File: src/rtl/mdio_responder.sv
// Clause-22 MDIO responder: PHY-side frame decoder with a 32x16 register file.
// Drives read data in the TA/DATA window and reports writes and malformed frames.
module mdio_responder #(
  parameter logic [4:0]  PHY_ADDR     = 5'd7,
  parameter bit          ACCEPT_BCAST = 1'b0,
  parameter int          PREAMBLE_MIN = 32,
  parameter logic [31:0] PHY_ID       = 32'h01410CC2,
  parameter logic [15:0] STATUS_RST   = 16'h7949
) (
  input  logic        CLK,
  input  logic        RST,
  input  logic        mdc_i,
  input  logic        mdd_i,
  output logic        mdd_o,
  output logic        mdd_oe,
  output logic        wr_valid,
  output logic [4:0]  wr_addr,
  output logic [15:0] wr_data,
  output logic        busy,
  output logic        frame_err
);

  localparam int PW = $clog2(PREAMBLE_MIN + 1) + 1;

  typedef enum logic [2:0] {
    S_IDLE, S_ST2, S_OP, S_PHY, S_REG, S_TA, S_DATA, S_SKIP
  } state_t;

  state_t         state_q;
  logic [1:0]     mdc_sq;
  logic [1:0]     mdd_sq;
  logic           mdc_dq;
  logic [PW-1:0]  pre_q;
  logic [4:0]     fbit_q;
  logic           rd_q;
  logic           ta_q;
  logic           match_q;
  logic [4:0]     regad_q;
  logic [15:0]    sh_q;
  logic [15:0]    rf_q [32];

  logic re;
  logic b;
  logic [4:0] fld;
  assign re  = mdc_sq[1] & ~mdc_dq;
  assign b   = mdd_sq[1];
  assign fld = {sh_q[3:0], b};

  always_ff @(posedge CLK or posedge RST) begin
    if (RST) begin
      state_q   <= S_IDLE;
      mdc_sq    <= '0;
      mdd_sq    <= '0;
      mdc_dq    <= 1'b0;
      pre_q     <= '0;
      fbit_q    <= '0;
      rd_q      <= 1'b0;
      ta_q      <= 1'b0;
      match_q   <= 1'b0;
      regad_q   <= '0;
      sh_q      <= '0;
      mdd_o     <= 1'b0;
      mdd_oe    <= 1'b0;
      wr_valid  <= 1'b0;
      wr_addr   <= '0;
      wr_data   <= '0;
      busy      <= 1'b0;
      frame_err <= 1'b0;
      for (int i = 0; i < 32; i++) rf_q[i] <= '0;
      rf_q[1] <= STATUS_RST;
      rf_q[2] <= PHY_ID[31:16];
      rf_q[3] <= PHY_ID[15:0];
    end else begin
      mdc_sq    <= {mdc_sq[0], mdc_i};
      mdd_sq    <= {mdd_sq[0], mdd_i};
      mdc_dq    <= mdc_sq[1];
      wr_valid  <= 1'b0;
      frame_err <= 1'b0;
      if (re) begin
        fbit_q <= fbit_q + 5'd1;
        unique case (state_q)
          S_IDLE: begin
            if (b) begin
              if (pre_q < PW'(PREAMBLE_MIN)) pre_q <= pre_q + 1'b1;
            end else if (pre_q >= PW'(PREAMBLE_MIN)) begin
              state_q <= S_ST2;
              busy    <= 1'b1;
              fbit_q  <= 5'd1;
              pre_q   <= '0;
            end else begin
              pre_q <= '0;
            end
          end
          S_ST2: begin
            if (b) begin
              state_q <= S_OP;
            end else begin
              frame_err <= 1'b1;
              busy      <= 1'b0;
              state_q   <= S_IDLE;
            end
          end
          S_OP: begin
            sh_q <= {sh_q[14:0], b};
            if (fbit_q == 5'd3) begin
              if (sh_q[0] ^ b) begin
                rd_q    <= sh_q[0];
                state_q <= S_PHY;
              end else begin
                frame_err <= 1'b1;
                state_q   <= S_SKIP;
              end
            end
          end
          S_PHY: begin
            sh_q <= {sh_q[14:0], b};
            if (fbit_q == 5'd8) begin
              match_q <= (fld == PHY_ADDR) |
                         (ACCEPT_BCAST & (fld == 5'd0) & ~rd_q);
              state_q <= S_REG;
            end
          end
          S_REG: begin
            sh_q <= {sh_q[14:0], b};
            if (fbit_q == 5'd13) begin
              regad_q <= fld;
              state_q <= S_TA;
              // read data is frozen here, before TA begins
              if (rd_q) sh_q <= rf_q[fld];
            end
          end
          S_TA: begin
            if (fbit_q == 5'd14) begin
              ta_q <= b;
              if (rd_q & match_q) begin
                mdd_oe <= 1'b1;
                mdd_o  <= 1'b0;
              end
            end else if (rd_q) begin
              if (match_q) mdd_o <= sh_q[15];
              sh_q    <= {sh_q[14:0], 1'b0};
              state_q <= S_DATA;
            end else if (ta_q & ~b) begin
              state_q <= S_DATA;
            end else begin
              frame_err <= 1'b1;
              state_q   <= S_SKIP;
            end
          end
          S_DATA: begin
            if (rd_q) begin
              if (match_q) mdd_o <= sh_q[15];
              sh_q <= {sh_q[14:0], 1'b0};
            end else begin
              sh_q <= {sh_q[14:0], b};
            end
            if (fbit_q == 5'd31) begin
              mdd_oe  <= 1'b0;
              mdd_o   <= 1'b0;
              busy    <= 1'b0;
              state_q <= S_IDLE;
              if (~rd_q & match_q &
                  (regad_q != 5'd2) & (regad_q != 5'd3)) begin
                rf_q[regad_q] <= {sh_q[14:0], b};
                wr_valid      <= 1'b1;
                wr_addr       <= regad_q;
                wr_data       <= {sh_q[14:0], b};
              end
            end
          end
          S_SKIP: begin
            if (fbit_q == 5'd31) begin
              busy    <= 1'b0;
              state_q <= S_IDLE;
            end
          end
        endcase
      end
    end
  end

endmodule
File: config.mk
export PLATFORM = sky130hd
export DESIGN_NAME = mdio_responder
export DESIGN_NICKNAME = d
export VERILOG_FILES = /design/src/rtl/mdio_responder.sv
export SDC_FILE = /design/constraint.sdc
export NUM_CORES = 1
export LEC_CHECK = 0
export BUFFER_PORTS_ARGS = -buffer_cell sky130_fd_sc_hd__buf_4
export CAP_MARGIN = 10
export CORE_MARGIN = 2
export CORE_UTILIZATION = 60
export DETAILED_ROUTE_END_ITERATION = 10
export HOLD_SLACK_MARGIN = 0.02
export PLACE_DENSITY_LB_ADDON = 0.05
export SLEW_MARGIN = 30
export SYNTH_ARGS = -nofsm -noshare
export SYNTH_HDL_FRONTEND = slang
export SYNTH_SLANG_ARGS = --single-unit
File: constraint.sdc
create_clock -name CLK -period 27.7 [get_ports CLK]
set_clock_uncertainty 0.05 [all_clocks]
set_input_delay 2.77 -clock CLK [delete_from_list [all_inputs] [get_ports CLK]]
set_output_delay 2.77 -clock CLK [all_outputs]
set_load 0.02 [all_outputs]
== Word level (Yosys, flattened, before mapping) ==
Cells that the tools add are included.

* Output and inout port bits: 26
* Memory bits (read-only): 0
* Word-level logic and storage cells: 171
* Register bits: 582
* Latch bits: 0
* Bits of input ports: 4
* Memory bits (writable): 0
* Memories kept: 0

* Multiply operators: 0
* Bitwise operators: 12
* Add/subtract/negate cells: 2
* Reductions and logical operators: 18
* Order comparisons: 5
* Shift operators: 0
* Mux-type cells: 55
* Eq/ne operators: 29
* Div/mod/pow operators: 0

{| class="wikitable"
|+ Operator list
! operator !! number
|-
| bitwise mux 512 bit || 1
|-
| 2-to-1 mux 16 bit || 7
|-
| binary-select mux 16 bit (select 5 bit) || 1
|-
| demux 16 bit (select 5 bit) || 1
|-
| one-hot mux 16 bit (4 select lines) || 1
|-
| 2-to-1 mux 1 bit || 25
|-
| 2-to-1 mux 3 bit || 8
|-
| != test 2 bit, second input constant || 11
|-
| one-hot mux 3 bit (7 select lines) || 1
|-
| equality test 5 x 4 -> 1 bit, second input constant || 3
|-
| 2-to-1 mux 5 bit || 3
|-
| AND reduction 3 bit || 5
|-
| 2-to-1 mux 7 bit || 2
|-
| equality test 3 bit, second input constant || 4
|-
| >= comparator 6 bit, second input constant || 2
|-
| inverter 5 -> 6 bit || 2
|-
| AND reduction 4 bit || 3
|-
| != test 5 x 2 -> 1 bit, second input constant || 2
|-
| AND reduction 8 bit || 1
|-
| adder 7 x 1 -> 7 bit, second input constant || 1
|-
| >= comparator 7 x 6 -> 1 bit, second input constant || 1
|-
| < comparator 7 x 6 -> 1 bit, second input constant || 1
|-
| AND 1 bit || 6
|-
| equality test 3 x 2 -> 1 bit, second input constant || 2
|-
| other kinds (21) || 27
|}

== Depth between registers and ports, before layout ==
Gate-level depths: netlist of run 1.

* Depth in word-level cells: 8
* Gate-level depth with buffers: 11
* Gate-level depth less buffers: 8

== Worst setup path after synthesis of run 1 ==
Ideal clock, no wire load.

* Path kind: flip-flop to output port
* Start point: reg wr_addr[4]
* End point: out wr_addr[4]
* Data arrival time: 425 ps
* Buffers on the path: 0
* Stages on the path, launching flop included: 1
* Path slack: 24455 ps
* Cells stage by stage: dfrtp_1

{| class="wikitable"
|+ RTL lines
! what !! RTL line !! source
|-
| from (decl) || 17 || <nowiki>output logic [4:0] wr_addr,</nowiki>
|-
| from (signal assigned) || 166 || <nowiki>wr_addr <= regad_q;</nowiki>
|}

No word-level cell between the ends.

==> flow_metrics.env, run 1 <==
export IMPL_outcome="completed"
export IMPL_p_sw_uw=375
export IMPL_drt_iter0_drc=1233
export IMPL_synth_top_cell_area_share=0.537
export IMPL_pwr_share_seq=0.502
export IMPL_synth_area_um2=26400
export IMPL_initial_core_util=0.610
export IMPL_cp_end_kind="async pin"
export IMPL_met2_usage=0.462
export IMPL_antennaDiodeCount=0
export IMPL_vias=15300
export IMPL_core_um2=43300
export IMPL_synth_fp_nets=1836
export IMPL_critPathArrivalTime_ns=5.14
export IMPL_setup_viol=0
export IMPL_portBuffers=29
export IMPL_synth_edf_count=0
export IMPL_worstPathRequired_ns=28.32
export IMPL_switching_share=0.218
export IMPL_synth_seq_area_share=0.553
export IMPL_finalHoldViolCount=0
export IMPL_cts_resized_gates=0
export IMPL_dpl_cell_count=2292
export IMPL_use_met1=0.417
export IMPL_grt_pass1_vias=15900
export IMPL_crit_path_start_kind="input pin"
export IMPL_drv_cap=0
export IMPL_die_width_um=214
export IMPL_ctsHoldBuffers=0
export IMPL_grt_busiest_layer="met2"
export IMPL_clockBufferDepth=3
export IMPL_grt_pass1_wl_um=97600
export IMPL_cts_root_buf="clkbuf_16"
export IMPL_fin_crit_ns=4.52
export IMPL_synth_area_top_cells="dfrtp_1, mux2_2, mux4_2"
export IMPL_ys_ff_latch=582
export IMPL_viasPerCell=6.36
export IMPL_leakage_nw=13.7
export IMPL_pin_count=30
export IMPL_intPower_mw=1.34
export IMPL_grt_util_met3=0.0316
export IMPL_p_comb_frac=0.025
export IMPL_overflow=0
export IMPL_postPlaceCellArea_um2=27000
export IMPL_postSynth_asyncResetShare=1.00
export IMPL_insertion_delay_ns=0.62
export IMPL_antenna_found_initial=0
export IMPL_final_max_slew_viol_count=0
export IMPL_syn_inst=1825
export IMPL_rsz0062_at_grt="no"
export IMPL_stdcell_count=2405
export IMPL_wl_per_cell_um=25.9
export IMPL_die_area_um2=45700
export IMPL_fin_crit_sh=0.163
export IMPL_timing_slew_headroom=0.306
export IMPL_syn_area_per_cell_um2=14.5
export IMPL_tightest_slew_ns=1.04
export IMPL_hold_path_class="reg2reg"
export IMPL_max_freq_mhz=221
export IMPL_syn_to_final_growth_pct=10.0
export IMPL_drive_gt1_frac=0.468
export IMPL_path_class="in2async"
export IMPL_ant_nets=0
export IMPL_clkTransAtPathRegs_ns=0.07
export IMPL_synth_top_area_cell="dfrtp_1"
export IMPL_cts_sinks=582
export IMPL_htreeDepth=2
export IMPL_grt_max_degree=176
export IMPL_clkPwrFrac=0.473
export IMPL_place_ws_ns=22.20
export IMPL_worst_slack_ns=23.18
export IMPL_yosys_warnings=0
export IMPL_gp_congestion=0.824
export IMPL_cts_setup_buffers=0
export IMPL_p_per_area_nw_per_um2=59.2
export IMPL_dieHeight_um=214
export IMPL_fin_area_um2=29000
export IMPL_row_count=76
export IMPL_gr_usage_all_layers=0.287
export IMPL_vdd_ir_drop_max_mv=0.0535
export IMPL_drc=0
export IMPL_netlist_cell_type_count=71
export IMPL_cts_buffers=59
export IMPL_dp_hpwl_um=35800
export IMPL_dr_pass1_iters=5
export IMPL_cts_tree="yes"
export IMPL_fin_nets=1780
export IMPL_wirelength_um=62300
export IMPL_path_max_fanout=140
export IMPL_ys_flop_type="dfrtp_1"
export IMPL_finalSetupTns_ns=0
## power by group through the flow
| stage | Clock (mW) | Sequential [mW] | Combinational (mW) |
|---|---|---|---|
| CTS | 0.826 | 0.863 | 0.0437 |
| floorplan | 0 | 0.876 | 0.0335 |
| finish | 0.813 | 0.863 | 0.0428 |
| detailed placement | 0 | 0.879 | 0.0435 |
| global placement | 0 | 0.878 | 0.0425 |
| global route | 0.862 | 0.864 | 0.0499 |
## logic make-up after synthesis
family / synth area share
adder cells (fa/ha/maj): 0.00332
AND/OR/NAND/NOR: 0.0438
multiplexers: 0.329
AO/OA/AOI/OAI: 0.0398
buffers and inverters: 0.0311
flip-flops: 0.553
## flip-flops by register name, indices dropped and copies added (netlist names), 2 cells and up
| signal | cells |
|---|---|
| sh_q | 16 |
| wr_addr | 5 |
| state_q | 3 |
| pre_q | 7 |
| rf_q | 512 |
| mdc_sq | 2 |
| regad_q | 5 |
| mdd_sq | 2 |
| fbit_q | 5 |
| wr_data | 16 |
## synthesized netlist by cell type (all sizes together) (3+ instances only)
cell type	instances
dfrtp	566
mux2	508
clkbuf	138
mux4	110
nand2	72
buf	52
nor2	47
mux2i	46
o21ai	33
nand3	30
dfstp	16
a21oi	13
a31oi	13
inv	11
nand4	11
nor3	11
o22ai	11
a22oi	10
nand2b	10
nor2b	9
nand3b	8
ha	7
a211o	6
a32o	6
and3	6
o211ai	6
o221a	6
nor3b	5
o22a	5
a211oi	4
nor4	4
o221ai	4
a21boi	3
and2	3
o311ai	3
## area by class of cell
cell class,instances,area (um2)
clock buffers,87,1760
clock inverters,25,245
fillers,3054,14200
inverters,13,61.3
multi-input cells,1040,11000
flip-flops and latches,582,14600
well taps,585,732
repair buffers,73,601
## cell usage in the layout (no fill, tap or decap), drive strengths merged, types with 3 or more instances in the layout
cell and instances:
a22oi 10, bufinv 4, a21oi 13, a31oi 13, ha 7, o211ai 6, inv 11, o221ai 4
a32o 6, o22a 5, mux2 508, nand3b 8, clkinv 21, nand3 30, nor2 47, nor3 11
and3 6, mux2i 46, o22ai 11, and2 3, nor4 4, mux4 110, nor2b 9, o21ai 33
o221a 6, nand2b 10, nor3b 5, nand4 11, a211oi 4, a21boi 3, a211o 6, o311ai 3
dfstp 16, buf 73, nand2 72, dfrtp 566, clkbuf 87
## layer usage
metal | vias to the layer above | part of all wire
li1 | 6595 | -
met1 | 8246 | 0.45
met2 | 352 | 0.48
met3 | 91 | 0.043
met4 | 0 | 0.025
met5 | - | 0
## path summary, 6_finish.rpt
path	start	endpoint	slack [ns]	cells past startpoint
max in group CLK	fbit_q[0]$_DFFE_PP0P_	rf_q[414]$_DFFE_PP0P_	23.52	9
hold reg to reg	mdc_sq[0]$_DFF_PP0_	mdc_sq[1]$_DFF_PP0_	0.31	0
min in group asynchronous	RST	rf_q[49]$_DFFE_PP0P_	2.18	2
setup / recovery	RST	sh_q[1]$_DFFE_PP0P_	23.18	5
hold / removal	mdc_sq[0]$_DFF_PP0_	mdc_sq[1]$_DFF_PP0_	0.31	0
setup reg to reg	fbit_q[0]$_DFFE_PP0P_	rf_q[414]$_DFFE_PP0P_	23.52	9
## per-stage QoR
stage / power [mW] / hold WS [ns] / utilization
2_1_floorplan: 0.910 / 0.281 / -
3_3_place_gp: 0.921 / 0.299 / 0.623
3_5_place_dp: 0.922 / 0.291 / 0.624
4_1_cts: 1.73 / 0.314 / 0.670
5_1_grt: 1.78 / 0.318 / 0.671
6_report: 1.72 / 0.312 / 0.671
## critical path: stages
cell and delay [ns]:
buf_4 0.13, clkinv_8 0.43, buf_4 0.72, buf_12 0.42, buf_16 0.47
Power figures use the tool's default switching activity.
==> run 2: changes to the inputs <==
Settings changed: CORE_UTILIZATION 60 to 57.
Clock period 27.7 ns to 4.05 ns, I/O delays scaled along.
==> run 2 against run 1 <==
Compared with the run above:
- cell count is 2.2% higher
- sequential power rose to 6.8 times the previous value
- worst hold slack lost 0.0095 ns
- final area rose by 1.3%
- flip-flop and latch count unchanged
- utilization down 2.6 points
- via count increased by 1.6%
- clock-buffer cell count grew 4
- combinational power rose to 7.3 times the previous value
- routed wire length up 3.6%
- largest power group unchanged
==> flow_metrics.env, run 2 (same netlist as run 1, synthesis figures left out) <==
export IMPL_cp_endpoint="rf_q[210]$_DFFE_PP0P_"
export IMPL_place_ws_ns=0.760
export IMPL_fin_crit_sh=0.821
export IMPL_finalHoldViolCount=0
export IMPL_stdcell_count=2459
export IMPL_wirelength_um=64500
export IMPL_layout_common_cells="dfrtp_1, mux2_2, mux4_2"
export IMPL_worstPathRequired_ns=4.49
export IMPL_path_class="reg2reg"
export IMPL_critPathMaxStageDelay_ns=0.56
export IMPL_setup_viol=0
export IMPL_clkTransAtPathRegs_ns=0.06
export IMPL_gr_usage_all_layers=0.281
export IMPL_drc=0
export IMPL_htreeDepth=2
export IMPL_r2r_start="fbit_q[0]$_DFFE_PP0P_"
export IMPL_p_per_area_nw_per_um2=408
export IMPL_cp_end_kind="flip-flop"
export IMPL_crit_path_start_kind="flip-flop"
export IMPL_final_max_slew_viol_count=0
export IMPL_ctsHoldBuffers=3
export IMPL_cts_setup_buffers=0
export IMPL_die_area_um2=48000
export IMPL_timing_slew_headroom=0.379
export IMPL_crit_path_frequent_cell="ha_1"
export IMPL_cts_resized_gates=0
export IMPL_grt_pass1_vias=16200
export IMPL_startpoint="fbit_q[0]$_DFFE_PP0P_"
export IMPL_drv_cap=0
export IMPL_vdd_ir_drop_max_mv=0.331
export IMPL_dpl_cell_count=2341
export IMPL_antenna_found_initial=1
export IMPL_fin_area_um2=29400
export IMPL_viasPerCell=6.31
export IMPL_vias=15500
export IMPL_syn_to_final_growth_pct=11.5
export IMPL_hold_path_class="reg2reg"
export IMPL_power_total_mw=12.0
export IMPL_nFillCells=3354
export IMPL_largest_reg_flops=512
export IMPL_slowest_stage="a2111oi_4"
export IMPL_core_um2=45600
export IMPL_outcome="completed"
export IMPL_utilization=0.646
export IMPL_pin_count=30
export IMPL_tightest_slew_ns=0.930
export IMPL_row_count=78
export IMPL_rsz0062_at_grt="no"
export IMPL_drive_gt1_frac=0.467
export IMPL_dieHeight_um=219
export IMPL_finalSetupTns_ns=0
export IMPL_path_cells="ha_1 > and3_1 > ha_1 > nand3b_1 > a2111oi_4 > nor3b_2 > nand2_1 > mux2_2"
export IMPL_path_max_fanout=16
export IMPL_overflow=0
export IMPL_initial_core_util=0.579
export IMPL_max_freq_mhz=301
export IMPL_r2r_slack_ns=0.72
export IMPL_insertion_delay_ns=0.62
export IMPL_critPathArrivalTime_ns=3.77
export IMPL_fin_nets=1818
export IMPL_antennaDiodeCount=0
export IMPL_clockBufferDepth=3
export IMPL_cts_root_buf="clkbuf_16"
export IMPL_leakage_nw=14.0
export IMPL_dr_pass1_iters=5
export IMPL_drt_iter0_drc=1348
export IMPL_r2r_cells=8
export IMPL_grt_max_degree=142
export IMPL_regMostFlops="rf_q"
export IMPL_gp_congestion=0.850
export IMPL_wl_per_cell_um=26.2
export IMPL_postPlaceCellArea_um2=27300
export IMPL_ant_nets=0
export IMPL_cts_buffers=61
export IMPL_fin_crit_ns=3.33
export IMPL_top_regs="rf_q: 512 flops, sh_q: 16 flops, wr_data: 16 flops"
export IMPL_worst_slack_ns=0.724
export IMPL_layout_commonest_cell="dfrtp_1"
export IMPL_portBuffers=29
export IMPL_cts_tree="yes"
export IMPL_whs_ns=0.302
export IMPL_cts_sinks=582
export IMPL_grt_pass1_wl_um=101000
export IMPL_worstReg2RegEnd="rf_q[210]$_DFFE_PP0P_"
export IMPL_dp_hpwl_um=38900
export IMPL_die_width_um=219
==> run 2: cell types whose count changed in the layout (fill, tap and decap cells not counted), sizes merged <==
cell / before / now
dlygate4sd3: 0 / 3
buf: 73 / 106
clkinv: 21 / 14
bufinv: 4 / 8
inv: 11 / 13
clkbuf: 87 / 91
==> run 2: critical path: cells and delay by family (launching register included) <==
kind | cells | cell delay (ns)
compound gates | 1 | 0.56
fa+ha+maj | 2 | 0.45
flops | 1 | 0.43
mux | 1 | 0.47
simple gates | 4 | 1.23
==> run 2: per-layer routing <==
| metal | vias to the layer above | share of wire | GRT usage |
|---|---|---|---|
| met3 | 101 | 0.053 | 0.0427 |
| li1 | 6668 | - | - |
| met1 | 8350 | 0.45 | 0.408 |
| met5 | - | 0 | 0 |
| met4 | 0 | 0.027 | 0.0813 |
| met2 | 402 | 0.47 | 0.444 |
==> run 2: where the power goes <==
group | internal [mW] | switching (mW) | total (mW)
combinational | 0.0952 | 0.217 | 0.312
clock | 3.47 | 2.31 | 5.79
sequential | 5.85 | 0.0543 | 5.91
==> run 2: worst min path at each step <==
stage | start | to | slack (ns) | depth (start not counted)
2_1_floorplan | mdc_sq[0]$_DFF_PP0_ | mdc_sq[1]$_DFF_PP0_ | 0.28 | 0
3_3_place_gp | mdc_sq[0]$_DFF_PP0_ | mdc_sq[1]$_DFF_PP0_ | 0.29 | 0
3_5_place_dp | mdc_sq[0]$_DFF_PP0_ | mdc_sq[1]$_DFF_PP0_ | 0.29 | 0
4_1_cts | mdd_sq[0]$_DFF_PP0_ | mdd_sq[1]$_DFF_PP0_ | 0.31 | 0
5_1_grt | mdd_sq[0]$_DFF_PP0_ | mdd_sq[1]$_DFF_PP0_ | 0.31 | 0
6_report | mdd_sq[0]$_DFF_PP0_ | mdd_sq[1]$_DFF_PP0_ | 0.30 | 0
==> run 2: final cells by class <==
cell class	count	area (um2)	share of cell area
Clock buffer	91	1740	0.0591
Clock inverter	24	337	0.0114
Inverter	13	52.6	0.00179
Multi-Input combinational cell	1040	11000	0.374
Sequential cell	582	14600	0.496
Tap cell	600	751	0.0255
Timing Repair Buffer	109	951	0.0323
